===== config.mk =====
export PLATFORM = sky130hd
export DESIGN_NAME = iz_neuron_array
export DESIGN_NICKNAME = d
export VERILOG_FILES = /design/src/rtl/iz_pkg.sv /design/src/rtl/iz_neuron_update.sv /design/src/rtl/iz_neuron_array.sv
export SDC_FILE = /design/constraint.sdc
export NUM_CORES = 2
export LEC_CHECK = 0
export CORE_AREA = 2 2 494 349
export CTS_BUF_LIST = sky130_fd_sc_hd__clkbuf_16
export DETAILED_ROUTE_END_ITERATION = 10
export DIE_AREA = 0 0 496 351
export PLACE_DENSITY = 0.66
export SLEW_MARGIN = 20
export SYNTH_ARGS = -nofsm -noshare
export SYNTH_HDL_FRONTEND = slang
export SYNTH_SLANG_ARGS = --single-unit

===== constraint.sdc =====
create_clock -name clk -period 17.53 [get_ports clk]
set_input_delay 3.506 -clock clk [delete_from_list [all_inputs] [get_ports clk]]
set_output_delay 3.506 -clock clk [all_outputs]
set_load 0.1 [all_outputs]

===== src/rtl/iz_pkg.sv =====
// Shared types and fixed-point constants for the Izhikevich neuron array.
// Voltages are Q(DATA_W-IZ_FRAC).IZ_FRAC, so 1 mV corresponds to 64 LSBs.
package iz_pkg;

    localparam int IZ_FRAC = 6;

    typedef enum logic [1:0] {
        ST_IDLE   = 2'd0,
        ST_READ   = 2'd1,
        ST_UPDATE = 2'd2
    } state_e;

    typedef enum logic [1:0] {
        SEL_A = 2'd0,
        SEL_B = 2'd1,
        SEL_C = 2'd2,
        SEL_D = 2'd3
    } cfg_sel_e;

    localparam int V_REST    = -70 * (1 << IZ_FRAC);
    localparam int V_THRESH  = 30 * (1 << IZ_FRAC);
    localparam int CONST_140 = 140 * (1 << IZ_FRAC);

    // Regular-spiking defaults: a=0.02, b=0.2, c=-65 mV, d=8.
    localparam int A_DEF = 1;
    localparam int B_DEF = 13;
    localparam int C_DEF = -65 * (1 << IZ_FRAC);
    localparam int D_DEF = 8 * (1 << IZ_FRAC);

endpackage


===== src/rtl/iz_neuron_update.sv =====
// Combinational Izhikevich step: (v, u, a, b, c, d, stim) -> (v', u', spike, membrane).
// All arithmetic runs in a wide signed domain and saturates back to DATA_W.
module iz_neuron_update
    import iz_pkg::*;
#(
    parameter int DATA_W    = 16,
    parameter int FRAC_BITS = IZ_FRAC,
    parameter int STIM_W    = 8,
    parameter int DT_SHIFT  = 0
) (
    input  logic signed [DATA_W-1:0] v_i,
    input  logic signed [DATA_W-1:0] u_i,
    input  logic signed [DATA_W-1:0] a_i,
    input  logic signed [DATA_W-1:0] b_i,
    input  logic signed [DATA_W-1:0] c_i,
    input  logic signed [DATA_W-1:0] d_i,
    input  logic        [STIM_W-1:0] stim_i,
    output logic signed [DATA_W-1:0] v_o,
    output logic signed [DATA_W-1:0] u_o,
    output logic                     spike_o,
    output logic        [6:0]        membrane_o
);

    localparam int W = 2 * DATA_W + 16;
    typedef logic signed [W-1:0] wide_t;

    localparam wide_t SAT_MAX = wide_t'((longint'(1) <<< (DATA_W - 1)) - 1);
    localparam wide_t SAT_MIN = -SAT_MAX - wide_t'(1);
    localparam wide_t K5      = wide_t'(5);
    localparam wide_t K41     = wide_t'(41);

    function automatic logic signed [DATA_W-1:0] sat(input wide_t x);
        if (x > SAT_MAX) return DATA_W'(SAT_MAX);
        if (x < SAT_MIN) return DATA_W'(SAT_MIN);
        return DATA_W'(x);
    endfunction

    wide_t v_w, u_w, a_w, b_w, d_w, stim_w;
    wide_t sq, dv, bv, du, mem;

    always_comb begin
        // NOTE: every output gets a default first so no path can infer a latch.
        v_o        = c_i;
        u_o        = u_i;
        spike_o    = 1'b0;
        membrane_o = '0;

        v_w    = wide_t'(v_i);
        u_w    = wide_t'(u_i);
        a_w    = wide_t'(a_i);
        b_w    = wide_t'(b_i);
        d_w    = wide_t'(d_i);
        stim_w = wide_t'(stim_i);

        sq  = (v_w * v_w * K41) >>> (10 + FRAC_BITS);
        dv  = sq + K5 * v_w + wide_t'(CONST_140) - u_w + (stim_w <<< FRAC_BITS);
        bv  = (b_w * v_w) >>> FRAC_BITS;
        du  = (a_w * (bv - u_w)) >>> FRAC_BITS;
        mem = (v_w - wide_t'(V_REST)) >>> FRAC_BITS;

        if (v_w >= wide_t'(V_THRESH)) begin
            spike_o = 1'b1;
            v_o     = c_i;
            u_o     = sat(u_w + d_w);
        end else begin
            v_o = sat(v_w + (dv >>> DT_SHIFT));
            u_o = sat(u_w + (du >>> DT_SHIFT));
        end

        if (mem < 0)                 membrane_o = 7'd0;
        else if (mem > wide_t'(127)) membrane_o = 7'd127;
        else                         membrane_o = 7'(mem);
    end

endmodule


===== src/rtl/iz_neuron_array.sv =====
// Time-multiplexed Izhikevich neuron array: per-neuron state/parameter arrays,
// a READ/UPDATE sweep FSM driven by tick, and registered per-neuron samples.
module iz_neuron_array
    import iz_pkg::*;
#(
    parameter int N_NEURONS = 4,
    parameter int DATA_W    = 16,
    parameter int FRAC_BITS = IZ_FRAC,
    parameter int STIM_W    = 8,
    parameter int DT_SHIFT  = 0,
    localparam int IDX_W    = (N_NEURONS > 1) ? $clog2(N_NEURONS) : 1
) (
    input  logic                     clk,
    input  logic                     reset,
    input  logic                     enable,
    input  logic                     tick,
    input  logic                     cfg_valid,
    output logic                     cfg_ready,
    input  logic        [IDX_W-1:0]  cfg_addr,
    input  logic        [1:0]        cfg_sel,
    input  logic signed [DATA_W-1:0] cfg_data,
    input  logic                     stim_we,
    input  logic        [IDX_W-1:0]  stim_addr,
    input  logic        [STIM_W-1:0] stim_data,
    output logic                     out_valid,
    output logic        [IDX_W-1:0]  out_id,
    output logic                     out_spike,
    output logic        [6:0]        out_membrane,
    output logic                     sweep_done,
    output logic                     overrun
);

    state_e            state_q, state_d;
    logic  [IDX_W-1:0] idx_q, idx_d;
    logic              last, do_read, do_update, cfg_we, stim_ok;

    logic signed [DATA_W-1:0] v_q [N_NEURONS];
    logic signed [DATA_W-1:0] u_q [N_NEURONS];
    logic signed [DATA_W-1:0] a_q [N_NEURONS];
    logic signed [DATA_W-1:0] b_q [N_NEURONS];
    logic signed [DATA_W-1:0] c_q [N_NEURONS];
    logic signed [DATA_W-1:0] d_q [N_NEURONS];
    logic        [STIM_W-1:0] stim_q [N_NEURONS];

    logic signed [DATA_W-1:0] lv_q, lu_q, la_q, lb_q, lc_q, ld_q;
    logic        [STIM_W-1:0] lstim_q;

    logic signed [DATA_W-1:0] v_n, u_n;
    logic                     spike_n;
    logic        [6:0]        mem_n;

    logic             out_valid_q, out_spike_q, sweep_done_q, overrun_q;
    logic [IDX_W-1:0] out_id_q;
    logic [6:0]       out_membrane_q;

    assign last = (int'(idx_q) == N_NEURONS - 1);

    always_ff @(posedge clk) begin
        if (reset) begin
            state_q <= ST_IDLE;
            idx_q   <= '0;
        end else begin
            state_q <= state_d;
            idx_q   <= idx_d;
        end
    end

    always_comb begin
        state_d = state_q;
        idx_d   = idx_q;
        if (enable) begin
            case (state_q)
                ST_IDLE: if (tick) begin
                    state_d = ST_READ;
                    idx_d   = '0;
                end
                ST_READ: state_d = ST_UPDATE;
                ST_UPDATE: begin
                    if (last) begin
                        state_d = ST_IDLE;
                    end else begin
                        state_d = ST_READ;
                        idx_d   = idx_q + 1'b1;
                    end
                end
                default: state_d = ST_IDLE;
            endcase
        end
    end

    always_comb begin
        cfg_ready = (state_q == ST_IDLE) && !reset;
        do_read   = enable && (state_q == ST_READ);
        do_update = enable && (state_q == ST_UPDATE);
        cfg_we    = cfg_valid && cfg_ready && (int'(cfg_addr) < N_NEURONS);
        stim_ok   = stim_we && (int'(stim_addr) < N_NEURONS);
    end

    iz_neuron_update #(
        .DATA_W   (DATA_W),
        .FRAC_BITS(FRAC_BITS),
        .STIM_W   (STIM_W),
        .DT_SHIFT (DT_SHIFT)
    ) u_update (
        .v_i       (lv_q),
        .u_i       (lu_q),
        .a_i       (la_q),
        .b_i       (lb_q),
        .c_i       (lc_q),
        .d_i       (ld_q),
        .stim_i    (lstim_q),
        .v_o       (v_n),
        .u_o       (u_n),
        .spike_o   (spike_n),
        .membrane_o(mem_n)
    );

    always_ff @(posedge clk) begin
        if (reset) begin
            // NOTE: the arrays are small flop banks whose reset values are part of the
            // neuron model (rest potential, default parameters), so they are reset too.
            for (int i = 0; i < N_NEURONS; i++) begin
                v_q[i]    <= DATA_W'(V_REST);
                u_q[i]    <= '0;
                a_q[i]    <= DATA_W'(A_DEF);
                b_q[i]    <= DATA_W'(B_DEF);
                c_q[i]    <= DATA_W'(C_DEF);
                d_q[i]    <= DATA_W'(D_DEF);
                stim_q[i] <= '0;
            end
            {lv_q, lu_q, la_q, lb_q, lc_q, ld_q} <= '0;
            lstim_q        <= '0;
            out_valid_q    <= 1'b0;
            out_id_q       <= '0;
            out_spike_q    <= 1'b0;
            out_membrane_q <= '0;
            sweep_done_q   <= 1'b0;
            overrun_q      <= 1'b0;
        end else begin
            out_valid_q  <= do_update;
            sweep_done_q <= do_update && last;

            if (do_read) begin
                lv_q    <= v_q[idx_q];
                lu_q    <= u_q[idx_q];
                la_q    <= a_q[idx_q];
                lb_q    <= b_q[idx_q];
                lc_q    <= c_q[idx_q];
                ld_q    <= d_q[idx_q];
                lstim_q <= stim_q[idx_q];
            end

            if (do_update) begin
                v_q[idx_q]     <= v_n;
                u_q[idx_q]     <= u_n;
                out_id_q       <= idx_q;
                out_spike_q    <= spike_n;
                out_membrane_q <= mem_n;
            end

            if (cfg_we) begin
                case (cfg_sel_e'(cfg_sel))
                    SEL_A:   a_q[cfg_addr] <= cfg_data;
                    SEL_B:   b_q[cfg_addr] <= cfg_data;
                    SEL_C:   c_q[cfg_addr] <= cfg_data;
                    default: d_q[cfg_addr] <= cfg_data;
                endcase
            end

            // A read on this same edge still latches the previous stimulus.
            if (stim_ok) stim_q[stim_addr] <= stim_data;

            if (enable && tick && (state_q != ST_IDLE)) overrun_q <= 1'b1;
        end
    end

    assign out_valid    = out_valid_q;
    assign out_id       = out_id_q;
    assign out_spike    = out_spike_q;
    assign out_membrane = out_membrane_q;
    assign sweep_done   = sweep_done_q;
    assign overrun      = overrun_q;

endmodule


After elaboration in Yosys (flattened, before gate mapping)
Memory sizes are Yosys's and may differ from the RTL's. A register that Yosys moved wholly into a read port is not among the register bits.
Cells that the tools add are included.
Word-level totals
  output and inout bits: 14
  RAM bits: 416
  register bits after elaboration: 17
  bits of input ports: 36
  memories kept: 7
  word-level logic and storage cells: 151
Operators by class
  equality and inequality tests: 7
  multiplexer cells: 83
  multiply operators: 5
  reductions and logical operators: 22
  $add $sub $neg: 10
  $lt $le $gt $ge: 9
Memories
  a_q: depth 4, bits a word 16, read ports 1, clocked after memory_dff 1, wr ports 4, line iz_neuron_array.sv:39  | logic signed [DATA_W-1:0] a_q [N_NEURONS];
  b_q: depth 4, bits a word 16, read ports 1, clocked after memory_dff 1, wr ports 4, line iz_neuron_array.sv:40  | logic signed [DATA_W-1:0] b_q [N_NEURONS];
  c_q: depth 4, bits a word 16, read ports 1, clocked after memory_dff 1, wr ports 4, line iz_neuron_array.sv:41  | logic signed [DATA_W-1:0] c_q [N_NEURONS];
  d_q: depth 4, bits a word 16, read ports 1, clocked after memory_dff 1, wr ports 4, line iz_neuron_array.sv:42  | logic signed [DATA_W-1:0] d_q [N_NEURONS];
  u_q: depth 4, bits a word 16, read ports 1, clocked after memory_dff 1, wr ports 4, line iz_neuron_array.sv:38  | logic signed [DATA_W-1:0] u_q [N_NEURONS];
  v_q: depth 4, bits a word 16, read ports 1, clocked after memory_dff 1, wr ports 4, line iz_neuron_array.sv:37  | logic signed [DATA_W-1:0] v_q [N_NEURONS];
  +1 memories
Operator list (number)
  two-way mux 16 bit: 20
  greater-than comparator 48 x 16 -> 1 bit (second input constant): 3
  < comparator 48 x 16 -> 1 bit (second input constant): 3
  OR reduction 16 bit: 6
  multiplier 16 x 16 -> 32 bit: 2
  adder 16 x 48 -> 48 bit: 1
  adder 48 x 15 -> 48 bit: 1
  adder 48 x 15 -> 48 bit (second input constant): 1
  two-way mux 1 bit: 48
  subtractor 48 x 16 -> 48 bit: 1
  adder 16 x 42 -> 43 bit: 1
  multiplier 16 x 27 -> 43 bit: 1
  multiplier 32 x 7 -> 39 bit (second input constant): 1
  subtractor 26 x 16 -> 27 bit: 1
  adder 23 x 20 -> 24 bit: 1
  multiplier 4 x 16 -> 20 bit (first input constant): 1
  two-way mux 2 bit: 10
  adder 16 x 16 -> 17 bit: 1
  subtractor 16 x 14 -> 17 bit (second input constant): 1
  greater-or-equal comparator 16 x 12 -> 1 bit (second input constant): 1
  two-way mux 7 bit: 2
  greater-than comparator 11 x 8 -> 1 bit (second input constant): 1
  < comparator 11 x 1 -> 1 bit (second input constant): 1
  two-way mux 8 bit: 1
  other kinds (14): 26

Logic depth before layout (Yosys ltp)
  word-level depth: 16
  depth in mapped cells: 76
  gate-level depth less buffers: 72

Cells and area by module
Synthesis repeated with hierarchy kept, for this count alone.
Second synthesis, totals
  cells, all modules: 6775
  area total of the unflattened synthesis: 67750.0 um^2
By module, submodules not included
  iz_neuron_update: instances 1, area each 46000.4 um^2, sequential area each 0.0 um^2, cells each 5347
  iz_neuron_array: instances 1, area each 21749.6 um^2, sequential area each 14914.3 um^2, cells each 1428

Worst setup path before layout
No wires, ideal clock.
  kind: register to register
  start: register lv_q[2] (read register of v_q)
  end: memory u_q[2][4] (data pin)
  arrival: 16.371 ns
  stages on the path, launching flop included: 74
  path buffers: 6
  data required time: 17.383 ns
  setup time: 0.147 ns
  clock period less this slack: 16.517 ns
  setup slack: 1.013 ns
  path through: dfxtp_1 clkbuf_1 clkbuf_1 nand2_1 fa_1 inv_1 fa_1 ha_1 fa_1 inv_1 fa_1 fa_1 inv_1 ha_1 a21oi_1 nor2b_1 a211oi_1 a21oi_1 [38 not listed] o31ai_1 and2_1 o21a_1 nor2_1 xnor2_1 ha_1 nand2b_1 a21boi_0 a211oi_1 nand4_1 a2111oi_2 nand4_1 nor4b_2 o2111ai_1 o31ai_4 buf_6 nand3_1 a21oi_1
RTL lines
  start: declaration: line iz_neuron_array.sv:45  | logic signed [DATA_W-1:0] lv_q, lu_q, la_q, lb_q, lc_q, ld_q;
  end: declaration: line iz_neuron_array.sv:38

==> results.cfg <==
[finish]
regArea_um2 = 15000
multiInputGateArea_um2 = 47100
final_util_pct = 43.3
drive_gt1_share_pct = 7.98
stdcell_area_um2 = 73400
nNetsFinal = 8406
area.growth.synth_to_final_pct = 8.98
fill_cells = 16045

[global_route]
grt_max_degree = 64
grt_pass1_wl_um = 295000
overflow = 0
grt_pass1_vias = 49993
antenna_found_initial = 7
use_met3_pct = 4.87
grtUsageMet1_pct = 33.2
busiest_layer = met1
grt_util_met2_pct = 32.0
grtUsageTotal_pct = 21.8

[logic_synthesis]
ys_seq_area_share_pct = 22.1
yosys_warnings = 0
syn_nets = 8399
synth.avg_cell_area_um2 = 9.88
synth_edf_count = 416
synth_top_area_share_pct = 29.4
synthTopCellsByArea = fa_1 29%, edfxtp_1 19%, ha_1 10%
synthFlopType = edfxtp_1
synthCells = 6815
synth_cell_types = 93
synthArstFlopShare_pct = 0
synth_top_cell_by_area = fa_1
ys_seq_elements = 537
syn-cell-area_um2 = 67400

[worst_setup_path]
cpMostUsedCell = fa_1
reg2reg_depth = 70
worstPathArrival_ns = 17.38
critPathBufInv = 13
r2r_slack_ns = 0.61
start_kind = flip-flop
cp_top_family = adder cells
max_stage_delay_ns = 0.59
cp_slowest_cell = fa_1
r2r-end = u_q[3][3]
end_kind = flip-flop
cp_max_fo = 16
required_ns = 17.99
worstSetupPathType = reg2reg
timing.rr.start = lv_q[4]

[placed_design]
post-place-ws_ns = -0.0114
numPortBuffers = 49
placed_cell_area_um2 = 70900
place.gp.congestion = 0.928
dp_hpwl_um = 147000

[cts]
cts_made_buffers = 55
root_buffer = clkbuf_16
clkSinkCount = 537
cts_tree = yes
clk_path_buf_depth = 3
insertion_delay_ns = 0.65
clkTransAtPathRegs_ns = 0.06
hold_buffers = 0
htree_levels = 2

[run]
max-cap-violations = 0

[timing]
period_share_pct = 96.5
slew_headroom_pct = 25.7
worst_slack_ns = 0.614
maxSlewViolCount = 0
hold_violations = 0
setup_viol = 0
holdWs_ns = 0.454
period_minus_slack_ns = 16.92
fmax_mhz = 59.1
fin_worst_skew_ns = 0.0246
tightest_slew_ns = 1.11

[detailed_routing]
detail-route-antenna-nets = 0
drc_errors = 0
drt_wl_total_um = 188000
vias = 48480
via_per_inst = 5.31
wl_per_cell_um = 20.6
drtPass1Iterations = 6
drt_iter0_markers = 4232

[floorplanning]
dieWidth_um = 496
pin_count = 50
coreArea_um2 = 170000
start_util_pct = 39.7
rows = 127
dieHeight_um = 351
fp.dieArea_um2 = 174000

[hold_path]
hp-class = reg2reg
worstHoldPathCells = 2
hold_start = overrun
hold-path-endpoint = overrun

[power_and_ir_drop]
cellLeakagePower_nw = 33.1
powerDensity_nw_per_um2 = 65.1
max-vdd-ir-drop_mv = 0.0932

[status]
status = finished, final reports clean
[per-layer routing]
layer | routed length, µm | share of wire (%)
met2 | 78900 | 42
met4 | 3010 | 1.6
met1 | 86800 | 46
met5 | 21 | 0.011
met3 | 19300 | 10
[cells by family after synthesis]
group / after synthesis / share of synthesized area (%)
AO/OA/AOI/OAI: 802 / 7.56
XOR/XNOR: 231 / 3.00
adder cells (fa/ha/maj): 1548 / 39.8
buffers and inverters: 1537 / 8.62
flip-flops: 537 / 22.1
multiplexers: 114 / 3.63
other: 1 / 0.00557
AND/OR/NAND/NOR: 2045 / 15.3
[layout by cell type, fill, tap and decap left out, drive strengths merged, types with 98 or more instances in the layout]
| cell type | Yosys | final |
|---|---|---|
| ha | 559 | 559 |
| edfxtp | 416 | 416 |
| nor2 | 262 | 262 |
| o21ai | 98 | 98 |
| fa | 989 | 989 |
| inv | 1238 | 1254 |
| and2 | 579 | 579 |
| dfxtp | 121 | 121 |
| nand2 | 730 | 730 |
| xnor2 | 165 | 165 |
| buf | 34 | 194 |
| mux4 | 104 | 104 |
| a21oi | 317 | 317 |
[synthesized netlist by cell type (all sizes together), types with 67 or more instances]
cell	count
nor2	262
and2	579
o21ai	98
xnor2	165
ha	559
inv	1238
dfxtp	121
fa	989
mux4	104
clkbuf	258
nand2b	87
a21o	89
a21oi	317
edfxtp	416
nand3	67
nand2	730
[power by group]
part	switching [mW]	internal (mW)	total (mW)	leakage, nW
Clock	0.534	0.679	1.21	0.932
Combinational	1.35	0.785	2.13	27.1
Sequential	0.0244	1.41	1.43	5.07
Total	1.91	2.87	4.78	33.1
[worst register-to-register path: cells and delay by family, from the launching register on]
kind,cells,cell delay (ns)
AND/OR/NAND/NOR,14,2.22
AO/OA/AOI/OAI,25,5.41
XOR/XNOR,2,0.29
buffers and inverters,13,1.43
flip-flops,1,0.39
adder cells (fa/ha/maj),16,7.01
[worst max path at each step]
stage / endpoint / slack (ns) / cells after the start / start
finish: u_q[3][3] / 0.61 / 70 / lv_q[4]
global placement: u_q[1][1] / 0.13 / 71 / lv_q[2]
CTS: u_q[0][9] / 0.003 / 67 / lb_q[2]
global route: u_q[1][4] / -0.06 / 74 / lv_q[4]
detailed placement: u_q[0][9] / -0.01 / 63 / lv_q[5]
floorplan: u_q[2][4] / 1.01 / 73 / lv_q[2]
[what timing repair did]
item                                    CTS  global route
pin swaps                                 0            23
endpoints found under the setup margin   49           120
gates resized for setup                  15           110
setup buffers                             0            18
[final cells by class]
class                      count  area share (%)
tap                         2257            3.85
multi-input combinational   4741            64.1
clock buffer                  57            1.94
timing repair buffer         242            2.77
inverter                    1245            6.38
clock inverter                44           0.520
antenna                        5          0.0170
sequential                   537            20.4
[state kept, by name, indices dropped and copies added (netlist names), 32 cells and up]
| register | cells |
|---|---|
| a_q | 64 |
| b_q | 64 |
| c_q | 64 |
| d_q | 64 |
| stim_q | 32 |
| u_q | 64 |
| v_q | 64 |
[metrics by stage]
stage / cells / TNS [ns] / power [mW]
finish: 9128 / 0 / 4.78
global route: 9124 / -1.18 / 5.06
CTS: 9105 / 0 / 4.69
detailed placement: 9004 / -0.0339 / 3.47
global placement: 9003 / 0 / 3.44
floorplan: 6815 / 0 / 2.83
(Power assumes the default switching activity.)
